$ cat config.mk
export PLATFORM = sky130hd
export DESIGN_NAME = vga_sync_rx
export DESIGN_NICKNAME = d
export VERILOG_FILES = /design/src/rtl/vga_pkg.sv /design/src/rtl/sync_edge.sv /design/src/rtl/vga_sync_rx.sv
export SDC_FILE = /design/constraint.sdc
export NUM_CORES = 1
export LEC_CHECK = 0
export ABC_AREA = 1
export CAP_MARGIN = 20
export CORE_MARGIN = 2
export CORE_UTILIZATION = 57
export DETAILED_ROUTE_END_ITERATION = 6
export DONT_BUFFER_PORTS = 1
export MAX_ROUTING_LAYER = met4
export PLACE_DENSITY = 0.75
export SLEW_MARGIN = 30
export SYNTH_ARGS = -nofsm -noshare
export SYNTH_HDL_FRONTEND = slang
export SYNTH_HIERARCHICAL = 1
export SYNTH_SLANG_ARGS = --single-unit
$ cat constraint.sdc
create_clock -name clk_i -period 2.2 [get_ports clk_i]
set_input_delay 0.22 -clock clk_i [delete_from_list [all_inputs] [get_ports clk_i]]
set_output_delay 0.22 -clock clk_i [all_outputs]
set_load 0.005 [all_outputs]
$ cat src/rtl/vga_pkg.sv
// vga_pkg: shared constants and types for the VGA sync receiver.
//   - Default 800x600@72 timing (50 MHz pixel clock) and derived totals.
//   - Coordinate width and saturation value of the position counters.
//   - Lock FSM state type.
package vga_pkg;

  localparam int H_ACTIVE_DEF = 800;
  localparam int H_FP_DEF     = 56;
  localparam int H_SW_DEF     = 120;
  localparam int H_BP_DEF     = 64;
  localparam int H_TOTAL_DEF  = H_ACTIVE_DEF + H_FP_DEF + H_SW_DEF + H_BP_DEF;

  localparam int V_ACTIVE_DEF = 600;
  localparam int V_FP_DEF     = 37;
  localparam int V_SW_DEF     = 6;
  localparam int V_BP_DEF     = 23;
  localparam int V_TOTAL_DEF  = V_ACTIVE_DEF + V_FP_DEF + V_SW_DEF + V_BP_DEF;

  localparam int               POS_W   = 11;
  localparam logic [POS_W-1:0] POS_MAX = '1;

  typedef enum logic [1:0] {
    ST_SEARCH  = 2'd0,
    ST_ACQUIRE = 2'd1,
    ST_LOCKED  = 2'd2
  } lock_state_e;

endpackage

$ cat src/rtl/sync_edge.sv
// sync_edge: leading-edge detector for one sync line.
//   Optional build macro VGA_SYNC_RX_SYNC_EN inserts a 2-flop synchronizer
//   (reset to the deasserted level) ahead of the edge detector.
// Ports:
//   clk_i   pixel clock
//   rst_i   asynchronous active-high reset
//   sync_i  raw sync line
//   edge_o  high for the cycle in which the sampled line first shows SYNC_POL
module sync_edge
  import vga_pkg::*;
#(
  parameter bit SYNC_POL = 1'b1
) (
  input  logic clk_i,
  input  logic rst_i,
  input  logic sync_i,
  output logic edge_o
);

  logic samp;
  logic samp_vld;

`ifdef VGA_SYNC_RX_SYNC_EN
  logic       meta_q;
  logic       sync_q;
  logic [1:0] vld_q;

  // vld_q marks when the chain holds real input rather than reset values.
  always_ff @(posedge clk_i or posedge rst_i) begin
    if (rst_i) begin
      meta_q <= !SYNC_POL;
      sync_q <= !SYNC_POL;
      vld_q  <= 2'b00;
    end else begin
      meta_q <= sync_i;
      sync_q <= meta_q;
      vld_q  <= {vld_q[0], 1'b1};
    end
  end

  assign samp     = sync_q;
  assign samp_vld = vld_q[1];
`else
  assign samp     = sync_i;
  assign samp_vld = 1'b1;
`endif

  logic prev_q;
  logic arm_q;

  // arm_q: an edge is only accepted once a genuine deasserted sample has been
  // seen since reset, so a sync held asserted across reset release is ignored.
  always_ff @(posedge clk_i or posedge rst_i) begin
    if (rst_i) begin
      prev_q <= !SYNC_POL;
      arm_q  <= 1'b0;
    end else begin
      prev_q <= samp;
      if (samp_vld && (samp != SYNC_POL)) arm_q <= 1'b1;
    end
  end

  assign edge_o = arm_q && samp_vld && (samp == SYNC_POL) && (prev_q != SYNC_POL);

endmodule

$ cat src/rtl/vga_sync_rx.sv
// vga_sync_rx: recovers active-area coordinates from hsync/vsync and tracks
// whether the incoming timing matches the configured mode.
//   Build macro VGA_SYNC_RX_SYNC_EN: adds a 2-flop input synchronizer
//   (2 extra cycles of latency on every output).
// Ports:
//   clk_i, rst_i          pixel clock, asynchronous active-high reset
//   hsync_i, vsync_i      sync lines
//   x_o, y_o, de_o        active coordinates and data enable (registered)
//   frame_start_o         one-cycle pulse per vsync leading edge
//   locked_o, err_o       lock status, one-cycle timing error pulse
//   h_total_o, v_total_o  last measured line (clocks) / frame (lines) period
//
// Lock FSM
//   state      | meaning
//   SEARCH     | no reference yet; wait for a vsync edge
//   ACQUIRE    | counting consecutive good frames
//   LOCKED     | timing matches parameters
module vga_sync_rx
  import vga_pkg::*;
#(
  parameter int H_ACTIVE    = H_ACTIVE_DEF,
  parameter int H_FP        = H_FP_DEF,
  parameter int H_SW        = H_SW_DEF,
  parameter int H_BP        = H_BP_DEF,
  parameter int V_ACTIVE    = V_ACTIVE_DEF,
  parameter int V_FP        = V_FP_DEF,
  parameter int V_SW        = V_SW_DEF,
  parameter int V_BP        = V_BP_DEF,
  parameter bit SYNC_POL    = 1'b1,
  parameter int LOCK_FRAMES = 2
) (
  input  logic             clk_i,
  input  logic             rst_i,
  input  logic             hsync_i,
  input  logic             vsync_i,
  output logic [POS_W-1:0] x_o,
  output logic [POS_W-1:0] y_o,
  output logic             de_o,
  output logic             frame_start_o,
  output logic             locked_o,
  output logic             err_o,
  output logic [POS_W-1:0] h_total_o,
  output logic [POS_W-1:0] v_total_o
);

  localparam logic [POS_W-1:0] H_TOT   = POS_W'(H_ACTIVE + H_FP + H_SW + H_BP);
  localparam logic [POS_W-1:0] V_TOT   = POS_W'(V_ACTIVE + V_FP + V_SW + V_BP);
  localparam logic [POS_W-1:0] H_START = POS_W'(H_SW + H_BP);
  localparam logic [POS_W-1:0] H_END   = POS_W'(H_SW + H_BP + H_ACTIVE);
  localparam logic [POS_W-1:0] V_START = POS_W'(V_SW + V_BP);
  localparam logic [POS_W-1:0] V_END   = POS_W'(V_SW + V_BP + V_ACTIVE);
  localparam int               CNT_W   = (LOCK_FRAMES < 2) ? 1 : $clog2(LOCK_FRAMES + 1);

  logic hs_edge, vs_edge;

  sync_edge #(.SYNC_POL(SYNC_POL)) u_hs_edge (
    .clk_i (clk_i), .rst_i (rst_i), .sync_i (hsync_i), .edge_o (hs_edge)
  );
  sync_edge #(.SYNC_POL(SYNC_POL)) u_vs_edge (
    .clk_i (clk_i), .rst_i (rst_i), .sync_i (vsync_i), .edge_o (vs_edge)
  );

  logic [POS_W-1:0] hpos_q, hpos_d, vpos_q, vpos_d;
  logic [POS_W-1:0] h_total_q, h_total_d, v_total_q, v_total_d;
  logic [POS_W-1:0] x_q, x_d, y_q, y_d;
  logic             de_q, de_d, fs_q;
  logic [POS_W-1:0] hlen, vlen;
  logic             h_act, v_act;

  // Period of the span just closed; clamp so a saturated counter never wraps to 0.
  assign hlen = (hpos_q == POS_MAX) ? POS_MAX : hpos_q + 1'b1;
  assign vlen = (vpos_q == POS_MAX) ? POS_MAX : vpos_q + 1'b1;

  assign h_act = (hpos_q >= H_START) && (hpos_q < H_END);
  assign v_act = (vpos_q >= V_START) && (vpos_q < V_END);

  always_comb begin
    hpos_d    = hpos_q;
    vpos_d    = vpos_q;
    h_total_d = h_total_q;
    v_total_d = v_total_q;
    if (hs_edge)                  hpos_d = '0;
    else if (hpos_q != POS_MAX)   hpos_d = hpos_q + 1'b1;
    // vsync edge wins over a coincident hsync edge.
    if (vs_edge)                            vpos_d = '0;
    else if (hs_edge && vpos_q != POS_MAX)  vpos_d = vpos_q + 1'b1;
    if (hs_edge) h_total_d = hlen;
    if (vs_edge) v_total_d = vlen;
    de_d = h_act && v_act;
    x_d  = de_d ? hpos_q - H_START : '0;
    y_d  = de_d ? vpos_q - V_START : '0;
  end

  lock_state_e      state_q, state_d;
  logic [CNT_W-1:0] cnt_q, cnt_d;
  logic             bad_line_q, bad_line_d;
  logic             err_q, err_d;
  logic             line_bad, frame_bad, lost;

  assign line_bad  = hs_edge && (hlen != H_TOT);
  assign frame_bad = bad_line_q || line_bad || (vlen != V_TOT);
  assign lost      = (hpos_q == POS_MAX) || (vpos_q == POS_MAX);

  always_comb begin
    state_d    = state_q;
    cnt_d      = cnt_q;
    err_d      = 1'b0;
    bad_line_d = bad_line_q;
    if (vs_edge)       bad_line_d = 1'b0;
    else if (line_bad) bad_line_d = 1'b1;

    if (lost) begin
      state_d = ST_SEARCH;
      cnt_d   = '0;
      err_d   = (state_q == ST_LOCKED);
    end else begin
      unique case (state_q)
        ST_SEARCH: begin
          if (vs_edge) begin
            state_d = ST_ACQUIRE;
            cnt_d   = '0;
          end
        end
        ST_ACQUIRE: begin
          if (vs_edge) begin
            if (frame_bad) begin
              cnt_d = '0;
            end else begin
              cnt_d = cnt_q + 1'b1;
              if (cnt_d == CNT_W'(LOCK_FRAMES)) state_d = ST_LOCKED;
            end
          end
        end
        ST_LOCKED: begin
          if (vs_edge && frame_bad) begin
            state_d = ST_ACQUIRE;
            cnt_d   = '0;
            // A bad line in this frame already raised err; report each fault once.
            err_d   = !bad_line_q;
          end else if (line_bad) begin
            err_d = 1'b1;
          end
        end
        default: state_d = ST_SEARCH;
      endcase
    end
  end

  always_ff @(posedge clk_i or posedge rst_i) begin
    if (rst_i) begin
      hpos_q     <= '0;
      vpos_q     <= '0;
      h_total_q  <= '0;
      v_total_q  <= '0;
      x_q        <= '0;
      y_q        <= '0;
      de_q       <= 1'b0;
      fs_q       <= 1'b0;
      state_q    <= ST_SEARCH;
      cnt_q      <= '0;
      bad_line_q <= 1'b0;
      err_q      <= 1'b0;
    end else begin
      hpos_q     <= hpos_d;
      vpos_q     <= vpos_d;
      h_total_q  <= h_total_d;
      v_total_q  <= v_total_d;
      x_q        <= x_d;
      y_q        <= y_d;
      de_q       <= de_d;
      fs_q       <= vs_edge;
      state_q    <= state_d;
      cnt_q      <= cnt_d;
      bad_line_q <= bad_line_d;
      err_q      <= err_d;
    end
  end

  assign x_o           = x_q;
  assign y_o           = y_q;
  assign de_o          = de_q;
  assign frame_start_o = fs_q;
  assign locked_o      = (state_q == ST_LOCKED);
  assign err_o         = err_q;
  assign h_total_o     = h_total_q;
  assign v_total_o     = v_total_q;

endmodule

======== Word-level counts from Yosys, hierarchy flattened ========
Cells that the tools add are included.
Widths: inputs -> output; s select.
word-level totals
  bits in registers ....................... 78
  bits in latches ......................... 0
  RAM bits ................................ 0
  ROM bits ................................ 0
  input bits .............................. 4
  output and inout port bits .............. 48
  word-level logic and storage cells ...... 89
  memories ................................ 0
cells by class
  add/subtract/negate cells ............... 5
  $mul .................................... 0
  div/mod/pow operators ................... 0
  magnitude comparators ................... 4
  equality and inequality tests ........... 14
  shifts and indexed selects .............. 0
  multiplexer cells ....................... 27
  bitwise logic cells ..................... 2
  reductions and logical operators ........ 21
operators with widths
  operator               count
  $mux 11                8
  $ne 11x11->1 const B   3
  $add 11x1->11 const B  2
  $eq 11x11->1 const B   2
  $lt 11x10->1 const B   2
  $mux 2                 11
  $ne 3x3->1 const B     4
  $pmux 2 s3             2
  $ge 11x5->1 const B    1
  $ge 11x8->1 const B    1
  $ne 11x10->1 const B   1
  $sub 11x5->11 const B  1
  $sub 11x8->11 const B  1
  $logic_and 1x1->1      10
  $mux 1                 6
  $reduce_bool 2->1      3
  $reduce_and 5->1       1
  $eq 2x2->1 const B     2
  $reduce_and 4->1       1
  $reduce_bool 4->1      1
  $logic_or 1x1->1       3
  $ne 3x1->1 const B     1
  $add 2x1->2 const B    1
  $eq 2x1->1 const B     1
  other kinds (3)        4

======== Longest topological paths before layout ========
  depth after elaboration ................. 10
  gate-level depth with buffers ........... 17

======== Modules after synthesis ========
Netlist, hierarchy kept.
by module, submodules not included
  module       times used  cells each  area an instance (µm²)  seq. area each (µm²)
  vga_sync_rx  1           464         3817.4                  1851.8
  sync_edge    2           6           67.6                    50.0

======== Worst setup path before layout ========
OpenSTA, ideal clock, no wires.
  path type ............................... reg-to-reg
  start point ............................. register vpos_q[0]
  end point ............................... register state_q[0]
  library setup time ...................... 0.117 ns
  data arrival time ....................... 1.807 ns
  setup slack ............................. 0.276 ns
  cell stages (with the launch flop) ...... 15
  buffers on the path ..................... 1
  cells stage by stage .................... dfrtp_1 -> ha_1 -> inv_1 -> nor2_8 -> nand3_4 -> buf_4 -> nand3_1 -> nor2_1 -> nand3_2 -> nor2_4 -> nand3_2 -> nand2_4 -> nand2_4 -> nand4_1 -> nand2_1
on the way
  cells in the longest elaborated chain, start to end .. 7
ends and longest elaborated chain
  what                                                  line                                   text
  start, declared                                       vga_sync_rx.sv:63                      logic [POS_W-1:0] hpos_q, hpos_d, vpos_q, vpos_d;
  start signal, assigned                                vga_sync_rx.sv:165                     vpos_q <= vpos_d;
  $add 11x1->11 / $eq 11x11->1 (equally long branches)  vga_sync_rx.sv:72, vga_sync_rx.sv:102
  $mux 11                                               vga_sync_rx.sv:72                      assign vlen = (vpos_q == POS_MAX) ? POS_MAX : vpos_q + 1'b1;
  $ne 11x10->1                                          vga_sync_rx.sv:101                     assign frame_bad = bad_line_q || line_bad || (vlen != V_TOT);
  $logic_or 1x1->1                                      vga_sync_rx.sv:101
  $logic_and 1x1->1                                     vga_sync_rx.sv:135                     if (vs_edge && frame_bad) begin
  $ne 3x1->1 (no line)                                  -
  $reduce_and 5->1 (no line)                            -
  end signal, assigned                                  vga_sync_rx.sv:172                     state_q <= state_d;
  end, declared                                         vga_sync_rx.sv:94                      lock_state_e state_q, state_d;
Several ways; a longest one is shown, not always the timed one.
A chain may end at the register's enable or synchronous reset.

======== Worst setup path in the final report ========
  start point ............................. register vpos_q[0]
  end point ............................... register x_q[6] (netlist: x_o[6])
on the way
  cells in the longest elaborated chain, start to end .. 4
ends and longest elaborated chain
  what                                                line                text
  $ge 11x5->1 / $lt 11x10->1 (equally long branches)  vga_sync_rx.sv:75   assign v_act = (vpos_q >= V_START) && (vpos_q < V_END);
  $logic_and 1x1->1 (*)                               vga_sync_rx.sv:75
  $logic_and 1x1->1 (*)                               vga_sync_rx.sv:89   de_d = h_act && v_act;
  named net de_d                                      vga_sync_rx.sv:66   logic de_q, de_d, fs_q;
  $mux 11 (*)                                         vga_sync_rx.sv:90   x_d = de_d ? hpos_q - H_START : '0;
  named net x_d[6]                                    vga_sync_rx.sv:65   logic [POS_W-1:0] x_q, x_d, y_q, y_d;
  end signal, assigned                                vga_sync_rx.sv:155  x_q <= '0;
  end signal, assigned                                vga_sync_rx.sv:168  x_q <= x_d;
  end, declared                                       vga_sync_rx.sv:65
Mark *: on every way through the listed nets, which the timed path passes. The rest lies on a longest branch.

==> out/qor.yml <==
rr_startpoint: "vpos_q[0]"
grt_pass1_wl_um: 14200
r2r-end: "x_o[6]"
ys_seq_elements: 78
dieArea_mm2: 0.00762
worstHoldStart: "hsync_i"
p_sw_uw: 1160
max_freq_ghz: 0.483
postLayoutCellArea_mm2: 0.00447
gp_congestion: 0.903
pin_count: 52
synth_flop_cell: "dfrtp_1"
dpl-instance-area_mm2: 0.00404
root_buffer: "clkbuf_8"
p_seq_share_pct: 44.4
vdd_drop_max_mv: 0.597
drc: 0
finalSetupViolCount: 0
portBuffers: 0
clkPwrFrac_pct: 36.8
dr.first_iter.drc_count: 266
slew_violations: 0
min_period_over_period_pct: 94.1
maxCapViolations: 0
synthArstFlopShare_pct: 100
power.internal_uw: 2730
avgViaCountPerCell: 5.60
fin_skew_ns: 0.00765
path_class: "reg -> reg"
r2r_setup_slack_ns: 0.13
grt_max_degree: 40
chipWidth_um: 87.3
clk-insertion-delay-late_ns: 0.36
synth_cell_types: 33
cts-buffers-inserted: 9
start_kind: "flip-flop"
crit_arrival_ns: 2.31
r2r_cells: 11
wirelength_um: 8740
slew_headroom_pct: 54.1
status: "finished clean"
diodes: 0
area_growth_pct: 13.1
swShare_pct: 29.8
syn_area_mm2: 0.00395
rsz0062_at_grt: "yes"
num_rows: 30
hold_end: "u_hs_edge/arm_q"
initial_core_util_pct: 58.5
grt_pass1_vias: 2980
synth_edf_count: 0
finalCriticalPeriod_ns: 2.07
syn_nets: 487
htree_num_levels: 3
via_count: 3241
worstHoldPathType: "in -> reg"
clkSlewWorstSetupHoldPaths_ns: 0.08
hold_ws_ns: 0.0138
utilization_pct: 66.2
tightestPinTransition_ns: 0.688
critPathMaxFanout: 18
cts_sinks: 78
fin_nets: 505
coreArea_mm2: 0.00676
gr-total-overflow: 0
die_h_um: 87.3
ant_nets: 0
seq_area_frac_synth_pct: 49.4
antenna_found_initial: 0
wl_per_cell_um: 15.1
tritoncts: "yes"
grt.total_usage_pct: 24.7
report.power.total_uw: 3880
synthCells: 476
hold_viol_final: 0
crit_path_end_kind: "flip-flop"
hold_path_depth: 2
drive_above_1_share_pct: 17.2
crit_path_start: "vpos_q[0]"
dr.pass1.iters: 5
yosys_warnings: 6
dp_hpwl_um: 6060
power_density_mw_per_mm2: 868
syn_area_per_cell_um2: 8.30
combPwrFrac_pct: 18.8
leakage_uw: 0.00227
clockBufferDepth: 2
required_ns: 2.44
## kinds of logic (layout without fill, tap and decap cells)
family | after synthesis | after routing | synth area share (%)
DFF | 78 | 78 | 49.4
AOI/OAI and AO/OA | 61 | 61 | 8.64
and+or+nand+nor | 249 | 249 | 30.2
buffers and inverters | 72 | 95 | 7.53
xor gates and xnor gates | 9 | 9 | 1.99
adders and majority gates | 7 | 7 | 2.22
## flip-flops by register name (all words and copies together) (netlist names), 2 cells and up
name	flops
h_total_o	11
cnt_q	2
hpos_q	11
vpos_q	11
x_o	11
y_o	11
v_total_o	11
state_q	2
## critical path: stages (launching register included)
cell,delay [ns]
dfrtp_1,0.39
buf_4,0.19
inv_1,0.21
a21oi_2,0.10
nand2_1,0.10
nor2_2,0.06
inv_2,0.05
nor2_1,0.04
o311ai_1,0.43
nor2_4,0.11
inv_4,0.19
a21oi_1,0.08
## worst max path at each step
| stage | end | slack, ns | depth (start not counted) |
|---|---|---|---|
| 4_1_cts | cnt_q[0] | 0.02 | 17 |
| 5_1_grt | cnt_q[0] | -0.02 | 17 |
| 2_1_floorplan | bad_line_q | 0.1 | 1 |
| 3_5_place_dp | cnt_q[0] | 0.04 | 17 |
| 3_3_place_gp | state_q[1] | 0.1 | 16 |
| 6_report | x_o[6] | 0.13 | 11 |
## power by group through the flow
stage	registers, uW	clock network (uW)	logic [uW]
floorplan	1700	0	479
global placement	1740	0	583
detailed placement	1750	0	597
CTS	1720	1440	609
global route	1740	1500	829
finish	1720	1430	729
## Yosys cell counts (all sizes together) (3+ instances only)
cell type	count	area, um2
clkbuf	5	18.8
o22ai	8	50.1
ha	7	87.6
inv	58	218
nand3	29	173
xor2	7	61.3
dfrtp	78	1950
a31oi	3	18.8
a21oi	19	98.9
nor2	85	405
o21ai	27	143
nor3	4	20.0
nand2	114	475
buf	8	57.6
a211oi	3	22.5
nand4	15	93.8
## cells in the final DEF (no fill, tap or decap), types with 7 or more instances in the layout
cell type,n
dfrtp_1,74
clkbuf_8,9
o22ai_1,8
nand3_1,24
nor2_1,65
nand4_1,15
nand2_1,103
inv_1,52
nand2_2,7
nor2_4,7
buf_4,16
a21oi_1,18
o21ai_0,23
nor2_2,12
xor2_1,7
## cell type report
type                            count  area (um2)
Fill cell                         542        2290
Inverter                           59         225
Timing Repair Buffer               20         170
Clock inverter                      7         146
Clock buffer                        9         124
Multi-Input combinational cell    326        1750
Sequential cell                    78        1960
Tap cell                           80         100
## layer usage
layer	up-vias	global-route usage, %	wire length, um
met5	-	-	0
met4	0	9.37	148
met3	15	4.27	495
met2	126	36.2	4080
met1	1536	34.6	4010
li1	1564	-	-
## through the flow
| stage | worst slack (ns) | instances | setup TNS, ns |
|---|---|---|---|
| floorplan | 0.0984 | 476 | 0 |
| global placement | 0.0970 | 550 | 0 |
| detailed placement | 0.0425 | 550 | 0 |
| CTS | 0.0229 | 569 | 0 |
| global route | -0.0183 | 579 | -0.0426 |
| finish | 0.130 | 579 | 0 |
## repair_timing
action | 4_1_cts | 5_1_grt
setup endpoints to repair | 0 | 8
hold buffers | 3 | 0
buffers inserted | 0 | 10
endpoints found under the hold margin | 45 | 0
gates resized for setup | 0 | 20
Note: power is estimated with default switching activity, not from simulation.
